### config.mk
export PLATFORM = sky130hd
export DESIGN_NAME = imem_loader_flat
export DESIGN_NICKNAME = d
export VERILOG_FILES = /design/src/rtl/imem_loader_if.sv /design/src/rtl/imem_loader.sv /design/src/flat_wrapper.sv
export SDC_FILE = /design/constraint.sdc
export NUM_CORES = 1
export LEC_CHECK = 0
export ABC_AREA = 1
export CAP_MARGIN = 10
export CORE_MARGIN = 4
export CORE_UTILIZATION = 48
export DETAILED_ROUTE_END_ITERATION = 7
export PLACE_DENSITY = 0.72
export SLEW_MARGIN = 20
export SYNTH_ARGS = -nofsm -noshare
export SYNTH_HDL_FRONTEND = slang
export SYNTH_SLANG_ARGS = --single-unit
### constraint.sdc
create_clock -name clk -period 8.4 [get_ports clk]
set_clock_uncertainty 0.15 [all_clocks]
set_input_delay 2.52 -clock clk [delete_from_list [all_inputs] [get_ports clk]]
set_output_delay 2.52 -clock clk [all_outputs]
set_load 0.03 [all_outputs]
### src/rtl/imem_loader_if.sv
// Loader control, byte stream and memory write port; slave is the loader side.
interface imem_loader_if #(
  parameter int DATA_WIDTH    = 32,
  parameter int BYTE_WIDTH    = 8,
  parameter int ADDRESS_WIDTH = 32
);
  logic                     start;
  logic [ADDRESS_WIDTH-1:0] len;
  logic [BYTE_WIDTH-1:0]    in_data;
  logic                     in_valid;
  logic                     in_ready;
  logic                     WE;
  logic [ADDRESS_WIDTH-1:0] WA;
  logic [DATA_WIDTH-1:0]    WD;
  logic [3:0]               BE;
  logic                     busy;
  logic                     done;
  logic                     error;
  logic                     cpu_rst_hold;

  modport master (
    output start, len, in_data, in_valid,
    input  in_ready, WE, WA, WD, BE, busy, done, error, cpu_rst_hold
  );

  modport slave (
    input  start, len, in_data, in_valid,
    output in_ready, WE, WA, WD, BE, busy, done, error, cpu_rst_hold
  );
endinterface

### src/rtl/imem_loader.sv
// Boot loader: packs a little-endian byte stream into word writes from BASE_ADDR, one write the cycle after
// each 4th byte (in_ready low during it). IMEM_LOADER_CHECKSUM_EN adds a trailing mod-256 checksum byte.
module imem_loader #(
  parameter int                       DATA_WIDTH    = 32,
  parameter int                       BYTE_WIDTH    = 8,
  parameter int                       ADDRESS_WIDTH = 32,
  parameter logic [ADDRESS_WIDTH-1:0] BASE_ADDR     = 32'hBFC00000,
  parameter int                       MAX_BYTES     = 4096
) (
  input logic          clk,
  input logic          rst,
  imem_loader_if.slave bus
);
  localparam logic [ADDRESS_WIDTH-1:0] MAX_LEN = ADDRESS_WIDTH'(MAX_BYTES);

`ifdef IMEM_LOADER_CHECKSUM_EN
  typedef enum logic [2:0] {IDLE, RECV, WRITE, DONE, ERR, CSUM} state_t;
`else
  typedef enum logic [2:0] {IDLE, RECV, WRITE, DONE, ERR} state_t;
`endif

  state_t                   state;
  logic [ADDRESS_WIDTH-1:0] addr;
  logic [ADDRESS_WIDTH-1:0] byte_cnt;
  logic [ADDRESS_WIDTH-1:0] len_q;
  logic [DATA_WIDTH-1:0]    lane_buf;
`ifdef IMEM_LOADER_CHECKSUM_EN
  logic [BYTE_WIDTH-1:0]    csum;
  logic [BYTE_WIDTH-1:0]    csum_nxt;
  assign csum_nxt = csum + bus.in_data;
`endif

  logic [1:0]               lane;
  logic [ADDRESS_WIDTH-1:0] cnt_nxt;
  logic [DATA_WIDTH-1:0]    buf_merged;
  logic [3:0]               be_fill;

  assign lane    = byte_cnt[1:0];
  assign cnt_nxt = byte_cnt + ADDRESS_WIDTH'(1);

  always_comb begin
    buf_merged = lane_buf;
    buf_merged[lane*BYTE_WIDTH +: BYTE_WIDTH] = bus.in_data;
    case (lane)
      2'd0:    be_fill = 4'b0001;
      2'd1:    be_fill = 4'b0011;
      2'd2:    be_fill = 4'b0111;
      default: be_fill = 4'b1111;
    endcase
  end

  always_ff @(posedge clk) begin
    if (rst) begin
      state            <= IDLE;
      addr             <= '0;
      byte_cnt         <= '0;
      len_q            <= '0;
      lane_buf         <= '0;
`ifdef IMEM_LOADER_CHECKSUM_EN
      csum             <= '0;
`endif
      bus.in_ready     <= 1'b0;
      bus.WE           <= 1'b0;
      bus.WA           <= '0;
      bus.WD           <= '0;
      bus.BE           <= '0;
      bus.busy         <= 1'b0;
      bus.done         <= 1'b0;
      bus.error        <= 1'b0;
      bus.cpu_rst_hold <= 1'b1;
    end else begin
      case (state)
        // Idle, finished and failed states all accept a new load with the same rules.
        IDLE, DONE, ERR: begin
          if (bus.start) begin
            if (bus.len == '0) begin
`ifdef IMEM_LOADER_CHECKSUM_EN
              state            <= CSUM;
              csum             <= '0;
              bus.in_ready     <= 1'b1;
              bus.busy         <= 1'b1;
              bus.done         <= 1'b0;
              bus.error        <= 1'b0;
              bus.cpu_rst_hold <= 1'b1;
`else
              state            <= DONE;
              bus.done         <= 1'b1;
              bus.error        <= 1'b0;
              bus.cpu_rst_hold <= 1'b0;
`endif
            end else if (bus.len > MAX_LEN) begin
              state            <= ERR;
              bus.done         <= 1'b0;
              bus.error        <= 1'b1;
              bus.cpu_rst_hold <= 1'b1;
            end else begin
              state            <= RECV;
              len_q            <= bus.len;
              addr             <= BASE_ADDR;
              byte_cnt         <= '0;
              lane_buf         <= '0;
`ifdef IMEM_LOADER_CHECKSUM_EN
              csum             <= '0;
`endif
              bus.in_ready     <= 1'b1;
              bus.busy         <= 1'b1;
              bus.done         <= 1'b0;
              bus.error        <= 1'b0;
              bus.cpu_rst_hold <= 1'b1;
            end
          end
        end

        RECV: begin
          if (bus.in_valid && bus.in_ready) begin
            lane_buf <= buf_merged;
            byte_cnt <= cnt_nxt;
`ifdef IMEM_LOADER_CHECKSUM_EN
            csum     <= csum_nxt;
`endif
            if (lane == 2'd3 || cnt_nxt == len_q) begin
              state        <= WRITE;
              bus.in_ready <= 1'b0;
              bus.WE       <= 1'b1;
              bus.WA       <= addr;
              bus.WD       <= buf_merged;
              bus.BE       <= be_fill;
            end
          end
        end

        WRITE: begin
          bus.WE   <= 1'b0;
          addr     <= addr + ADDRESS_WIDTH'(4);
          lane_buf <= '0;
          if (byte_cnt == len_q) begin
`ifdef IMEM_LOADER_CHECKSUM_EN
            state            <= CSUM;
            bus.in_ready     <= 1'b1;
`else
            state            <= DONE;
            bus.busy         <= 1'b0;
            bus.done         <= 1'b1;
            bus.cpu_rst_hold <= 1'b0;
`endif
          end else begin
            state        <= RECV;
            bus.in_ready <= 1'b1;
          end
        end

`ifdef IMEM_LOADER_CHECKSUM_EN
        CSUM: begin
          if (bus.in_valid && bus.in_ready) begin
            bus.in_ready <= 1'b0;
            bus.busy     <= 1'b0;
            if (csum_nxt == '0) begin
              state            <= DONE;
              bus.done         <= 1'b1;
              bus.cpu_rst_hold <= 1'b0;
            end else begin
              state            <= ERR;
              bus.error        <= 1'b1;
            end
          end
        end
`endif

        default: state <= IDLE;
      endcase
    end
  end
endmodule

### src/flat_wrapper.sv
// flat-port wrapper written by rule: the top's interface ports become plain ports
module imem_loader_flat 
#(
  parameter int                       DATA_WIDTH    = 32,
  parameter int                       BYTE_WIDTH    = 8,
  parameter int                       ADDRESS_WIDTH = 32,
  parameter logic [ADDRESS_WIDTH-1:0] BASE_ADDR     = 32'hBFC00000,
  parameter int                       MAX_BYTES     = 4096
)
  (clk, rst, bus_start, bus_len, bus_in_data, bus_in_valid, bus_in_ready, bus_WE, bus_WA, bus_WD, bus_BE, bus_busy, bus_done, bus_error, bus_cpu_rst_hold);
  imem_loader_if #(.DATA_WIDTH(DATA_WIDTH), .BYTE_WIDTH(BYTE_WIDTH), .ADDRESS_WIDTH(ADDRESS_WIDTH)) bus_i ();
  input logic clk;
  input logic rst;
  input wire logic [$bits(bus_i.start)-1:0] bus_start;
  input wire logic [$bits(bus_i.len)-1:0] bus_len;
  input wire logic [$bits(bus_i.in_data)-1:0] bus_in_data;
  input wire logic [$bits(bus_i.in_valid)-1:0] bus_in_valid;
  output wire logic [$bits(bus_i.in_ready)-1:0] bus_in_ready;
  output wire logic [$bits(bus_i.WE)-1:0] bus_WE;
  output wire logic [$bits(bus_i.WA)-1:0] bus_WA;
  output wire logic [$bits(bus_i.WD)-1:0] bus_WD;
  output wire logic [$bits(bus_i.BE)-1:0] bus_BE;
  output wire logic [$bits(bus_i.busy)-1:0] bus_busy;
  output wire logic [$bits(bus_i.done)-1:0] bus_done;
  output wire logic [$bits(bus_i.error)-1:0] bus_error;
  output wire logic [$bits(bus_i.cpu_rst_hold)-1:0] bus_cpu_rst_hold;
  assign bus_i.start = bus_start;
  assign bus_i.len = bus_len;
  assign bus_i.in_data = bus_in_data;
  assign bus_i.in_valid = bus_in_valid;
  assign bus_in_ready = bus_i.in_ready;
  assign bus_WE = bus_i.WE;
  assign bus_WA = bus_i.WA;
  assign bus_WD = bus_i.WD;
  assign bus_BE = bus_i.BE;
  assign bus_busy = bus_i.busy;
  assign bus_done = bus_i.done;
  assign bus_error = bus_i.error;
  assign bus_cpu_rst_hold = bus_i.cpu_rst_hold;
  imem_loader #(.DATA_WIDTH(DATA_WIDTH), .BYTE_WIDTH(BYTE_WIDTH), .ADDRESS_WIDTH(ADDRESS_WIDTH), .BASE_ADDR(BASE_ADDR), .MAX_BYTES(MAX_BYTES)) u_core (.clk(clk), .rst(rst), .bus(bus_i));
endmodule
==> metrics.md, run 1 <==
| Metric | Value |
|---|---|
| Area growth, synth to finish | 19.4% |
| WS Path Type | input port to flop |
| Top sig layer | met4 |
| Slew margin rel. | 0.323 |
| # DRC | 0 |
| Hpwl dp | 19,600 um |
| Worst hold path class | flop to flop |
| Largest net degree at the start of global routing | 91 |
| RePlAce Congestion | 0.980 |
| CTS Root Cell | clkbuf_16 |
| Yosys warning total | 0 |
| Avg Synthesized Cell Area | 6.82 sq um |
| Status | completed |
| CTS tree | built |
| Grt ovf | 0 |
| Power Dens Cells | 267 nW/um^2 |
| Post-route ant nets | 0 |
| Max Cap Violations | 0 |
| Setup_tns | 0 ns |
| Hold Vio Cnt, Final | 0 |
| Port Buffers | 115 |
| Slew @ Worst Pin | 1.01 ns |
| RSZ-0062 raised after global routing | no |
| Vias after detailed routing | 10,113 |
| Post-Syn Area | 10,400 sq um |
| Clock Sinks | 201 |
| Placed cell count | 1,840 |
| Largest area contributor in the netlist | dfxtp_1 |
| Post-DR wirelength/cell | 14.8 um |
| Most frequent cells in the layout | nand2_1, dfxtp_1, inv_1 |
| GRT Util Overall | 0.227 |
| Period minus WS final | 5.53 ns |
| Setup crit end kind | flop |
| Sequential-to-total area share from yosys stat | 0.389 |
| Clk_lat worst skew | 0.52 ns |
| Leak | 4.97 nW |
| R2R Setup Slk | 3.78 ns |
| DIE AREA | 24,000 sq um |
| Final Setup Violations | 0 |
| WP data required | 8.70 ns |
| Filler cell count | 2,053 |
| VDD IR max | 0.000189 V |
| H-tree depth | 1 |
| Period utilisation layout | 0.658 |
| Initial Util | 0.491 |
| Initial DRC count | 737 |
| Crit-path max FO | 36 |
| Final Max Tran Viols | 0 |
| Vias in the first global route | 9,576 |
| Leading cell type in the layout, fill and taps excluded | nand2_1 |
| WHS | 0.300 ns |
| Met3 WL | 1860 um |
| Clock transition at the registers of the reported paths | 0.06 ns |
| # resized after CTS | 0 |
| Chip Width | 155 um |
| Cell Count, Final, Fillers Out | 1,880 |
| Global-route wire length before repair | 46,400 um |
| Worst EP arrival | 5.83 ns |
| Post-synth top area share | 0.389 |
| Core area | 21,100 sq um |
| Layout cells sized above 1 | 0.0436 |
| Postcts setup bufs | 0 |
| WL final | 27,900 um |
| DR pass1 iterations | 5 |
| CTS max path bufs | 3 |
| Reg area | 4020 sq um |
| Top post-synthesis cells by area | dfxtp_1, nand2_1, nand3_1, a21oi_1, inv_1 |
| I/O pins | 118 |
| Via-per-instance ratio | 5.38 |
| Multi-input gate area | 5370 sq um |
| Met2 routed WL | 12,800 um |
| FMAX | 0.181 GHz |
| Antenna violations before repair | 0 |
| Netlist cell types | 40 |
| Wire length on met1 | 12,500 um |
| Crit start category | input port |
| Post-synthesis register bit count | 201 |
| Hold_buf cts | 0 |
| Nets | 1,642 |
| Die Ht | 155 um |
| Row cnt | 53 |
| Ant diodes | 0 |
| Num CTS Buffers | 23 |
| Mapped Cells | 1,518 |
cells in the mapped netlist, drive strengths merged:
| library cell | number |
|---|---|
| o21bai | 1 |
| nor3b | 4 |
| o211a | 23 |
| nor2 | 171 |
| clkinv | 4 |
| xnor2 | 15 |
| o21a | 1 |
| nand3 | 149 |
| a211oi | 21 |
| nand4 | 26 |
| a31oi | 2 |
| dfxtp | 201 |
| ha | 8 |
| nor2b | 1 |
| buf | 25 |
| nor4b | 1 |
| nand3b | 7 |
| nor3 | 38 |
| a21oi | 138 |
| or2 | 4 |
| nand2 | 324 |
| inv | 166 |
| and3 | 2 |
| nor4 | 11 |
| xor2 | 28 |
| a32oi | 4 |
| a22oi | 18 |
| o21ai | 64 |
| conb | 1 |
| clkbuf | 52 |
| o22ai | 8 |
through the flow:
stage	util	area (sq um)	setup WS, ns	power [W]
3_5_place_dp	0.549	11600	2.32	0.00229
6_report	0.586	12400	2.87	0.00330
3_3_place_gp	0.549	11600	2.40	0.00227
5_1_grt	0.586	12400	2.40	0.00353
2_1_floorplan	-	10400	3.97	0.00203
4_1_cts	0.586	12400	2.87	0.00332
worst max-delay path: stages:
cell	delay, ns
clkdlybuf4s50_1	0.49
nor4_1	0.43
nand3_1	0.12
nand2_1	0.10
nand2_1	0.12
nand2_1	0.15
nand4_1	0.80
clkinv_1	0.17
buf_4	0.38
nand2_1	0.15
nor3_1	0.15
o21ai_0	0.10
nor2_1	0.15
cells by family (layout without fill, tap and decap cells):
| group | after synthesis | count (layout) | synth area share |
|---|---|---|---|
| xor+xnor | 43 | 43 | 0.0364 |
| fa+ha+maj | 8 | 8 | 0.00967 |
| simple gates | 738 | 738 | 0.311 |
| flops | 201 | 201 | 0.389 |
| other cells | 1 | 2 | 0.000362 |
| buf+inv | 247 | 333 | 0.0943 |
| compound gates | 280 | 280 | 0.159 |
final cells by class:
cell class | instances | area share
clock buffers | 31 | 0.0539
clock inverters | 9 | 0.00921
inverters | 170 | 0.0516
multi-input cells | 1071 | 0.434
flip-flops and latches | 201 | 0.326
well taps | 275 | 0.0278
repair buffers | 123 | 0.0976
report_power, final:
group          switching (W)  internal, W  leakage (nW)
Clock               0.000403     0.000618         0.391
Sequential          0.000133      0.00109          1.63
Combinational       0.000715     0.000343          2.95
per-layer routing:
metal  global-route usage  vias to the layer above
li1                     -                     5144
met1                0.301                     4610
met5                    0                        -
met3               0.0453                       57
met2                0.378                      302
met4               0.0631                        0
sequential cells by signal, indices dropped and copies added, names as in the netlist, 3 cells and up:
| register | count |
|---|---|
| u_core.bus.WA | 30 |
| u_core.state | 3 |
| u_core.addr | 30 |
| u_core.bus.WD | 32 |
| u_core.len_q | 32 |
| u_core.lane_buf | 32 |
| u_core.byte_cnt | 32 |
| u_core.bus.BE | 4 |
final timing paths:
kind,start,end,depth (start not counted)
setup / recovery,bus_len[8],u_core.byte_cnt[31],13
hold / removal,u_core.bus.BE[0],u_core.bus.BE[0],2
setup reg to reg,u_core.byte_cnt[0],u_core.bus.WA[11],19
hold reg to reg,u_core.bus.BE[0],u_core.bus.BE[0],2
(Power assumes the default switching activity.)
==> run 2, diff against run 1 <==
- PLACE_DENSITY: 0.72 -> 0.75
- clock period: 8.4 -> 4.5 ns (I/O delays scaled with it)
==> run 2 against run 1 <==
Global-route usage up 0.20 points. Die area unchanged. Worst setup slack worse by 2.0 ns. Register-to-register slack worse by 2.9 ns.
==> metrics.md, run 2 (synthesis gave the netlist of run 1 again) <==
| Metric | Value |
|---|---|
| Leak | 4.99 nW |
| DIE AREA | 24,000 sq um |
| Crit-path max FO | 14 |
| WP data required | 4.77 ns |
| R2R Setup Slk | 0.90 ns |
| Num CTS Buffers | 23 |
| Fin util | 0.588 |
| Worst hold endpoint | u_core.bus.WE |
| Die Ht | 155 um |
| Global-route wire length before repair | 46,700 um |
| Final Setup Violations | 0 |
| RePlAce Congestion | 0.921 |
| Postcts setup bufs | 0 |
| Fin area | 12,400 sq um |
| Row cnt | 53 |
| CTS tree | built |
| Slew margin rel. | 0.498 |
| Setup_tns | 0 ns |
| Setup WS post-layout | 0.833 ns |
| GRT Util Overall | 0.229 |
| WS Path Type | input port to flop |
| Nets | 1,649 |
| Worst r2r path cells | 19 |
| Clock transition at the registers of the reported paths | 0.06 ns |
| Core area | 21,100 sq um |
| CP startpoint | bus_len[8] |
| Total power draw | 0.00618 W |
| Post-DR wirelength/cell | 14.7 um |
| Grt ovf | 0 |
| Port Buffers | 115 |
| Ant diodes | 0 |
| Largest net degree at the start of global routing | 79 |
| FF-to-FF Start | u_core.byte_cnt[0] |
| WL final | 27,800 um |
| CTS Root Cell | clkbuf_16 |
| Dpl ws | 0.380 ns |
| Worst EP arrival | 3.93 ns |
| Initial DRC count | 697 |
| Most frequent cells in the layout | nand2_1, dfxtp_1, inv_1 |
| Setup crit end kind | flop |
| Post-route ant nets | 0 |
| Leading cell type in the layout, fill and taps excluded | nand2_1 |
| VDD IR max | 0.000346 V |
| Slew @ Worst Pin | 0.753 ns |
| Clock Sinks | 201 |
| Via-per-instance ratio | 5.40 |
| Worst hold stages | 2 |
| H-tree depth | 1 |
| Hpwl dp | 20,100 um |
| CTS max path bufs | 3 |
| Filler cell count | 2,014 |
| Crit start category | input port |
| Hold Vio Cnt, Final | 0 |
| FMAX | 0.273 GHz |
| Clk_lat worst skew | 0.52 ns |
| I/O pins | 118 |
| Layout cells sized above 1 | 0.0454 |
| Period minus WS final | 3.67 ns |
| Area growth, synth to finish | 19.9% |
| # DRC | 0 |
| # resized after CTS | 0 |
| Hold_buf cts | 0 |
| Initial Util | 0.491 |
| Vias in the first global route | 9,690 |
| DR pass1 iterations | 8 |
| Antenna violations before repair | 0 |
| RSZ-0062 raised after global routing | no |
| Power Dens Cells | 498 nW/um^2 |
| Critical R2R Capture | u_core.bus.WA[3] |
| Vias after detailed routing | 10,182 |
| Final Max Tran Viols | 0 |
| Chip Width | 155 um |
| Worst hold path class | flop to flop |
| Max Cap Violations | 0 |
| Status | completed |
| Startpoint of the worst hold path | u_core.bus.WE |
| Period utilisation layout | 0.815 |
| DP Area | 11,700 sq um |
## run 2: cell types whose count changed in the layout (fill, tap and decap cells not counted)
| cell | previous run | this run |
|---|---|---|
| buf_12 | 0 | 3 |
| clkinv_2 | 5 | 3 |
| inv_6 | 0 | 1 |
| clkinv_4 | 1 | 0 |
| inv_16 | 1 | 0 |
| clkbuf_1 | 2 | 3 |
| buf_4 | 8 | 12 |
| clkbuf_8 | 6 | 5 |
## run 2: layer usage
layer  part of all wire  track usage  up-vias
li1                   -            -     5172
met1               0.46        0.310     4678
met2               0.46        0.378      284
met3              0.061       0.0350       48
met4              0.023       0.0719        0
met5                  0            0        -
## run 2: worst max-delay path by stage
stage          slack (ns)                  end
5_1_grt              0.49     u_core.bus.WA[3]
2_1_floorplan        1.24  u_core.lane_buf[25]
4_1_cts              0.88       u_core.addr[3]
6_report             0.83       u_core.addr[3]
3_3_place_gp         0.47       u_core.addr[3]
3_5_place_dp         0.38       u_core.addr[3]
## run 2: cell type report
| class | count | area [sq um] | share of cell area |
|---|---|---|---|
| Clock buffer | 31 | 656 | 0.0528 |
| Clock inverter | 6 | 83.8 | 0.00676 |
| Inverter | 170 | 638 | 0.0514 |
| Multi-Input combinational cell | 1071 | 5370 | 0.433 |
| Sequential cell | 201 | 4020 | 0.324 |
| Tap cell | 275 | 344 | 0.0277 |
| Timing Repair Buffer | 130 | 1300 | 0.104 |
## run 2: per-stage QoR
step	instances	hold WS (ns)
2_1_floorplan	1519	0.287
3_3_place_gp	1847	0.287
3_5_place_dp	1847	0.289
4_1_cts	1884	0.298
5_1_grt	1884	0.322
6_report	1884	0.299
## run 2: critical path, cell delays in order
cell and delay (ns):
clkdlybuf4s50_1 0.42, nor4_1 0.45, nand4_1 0.19, nor2_1 0.27, nand2_1 0.15, nand2_1 0.08
nor2_1 0.06, buf_4 0.18, inv_1 0.25, buf_4 0.26, nor2_1 0.06, a211oi_1 0.21
## run 2: where the power goes
group | leakage (nW) | internal (W) | total (W) | switching [W]
combinational | 3.00 | 0.000693 | 0.00205 | 0.00136
sequential | 1.63 | 0.00204 | 0.00228 | 0.000243
clock | 0.367 | 0.00112 | 0.00185 | 0.000721
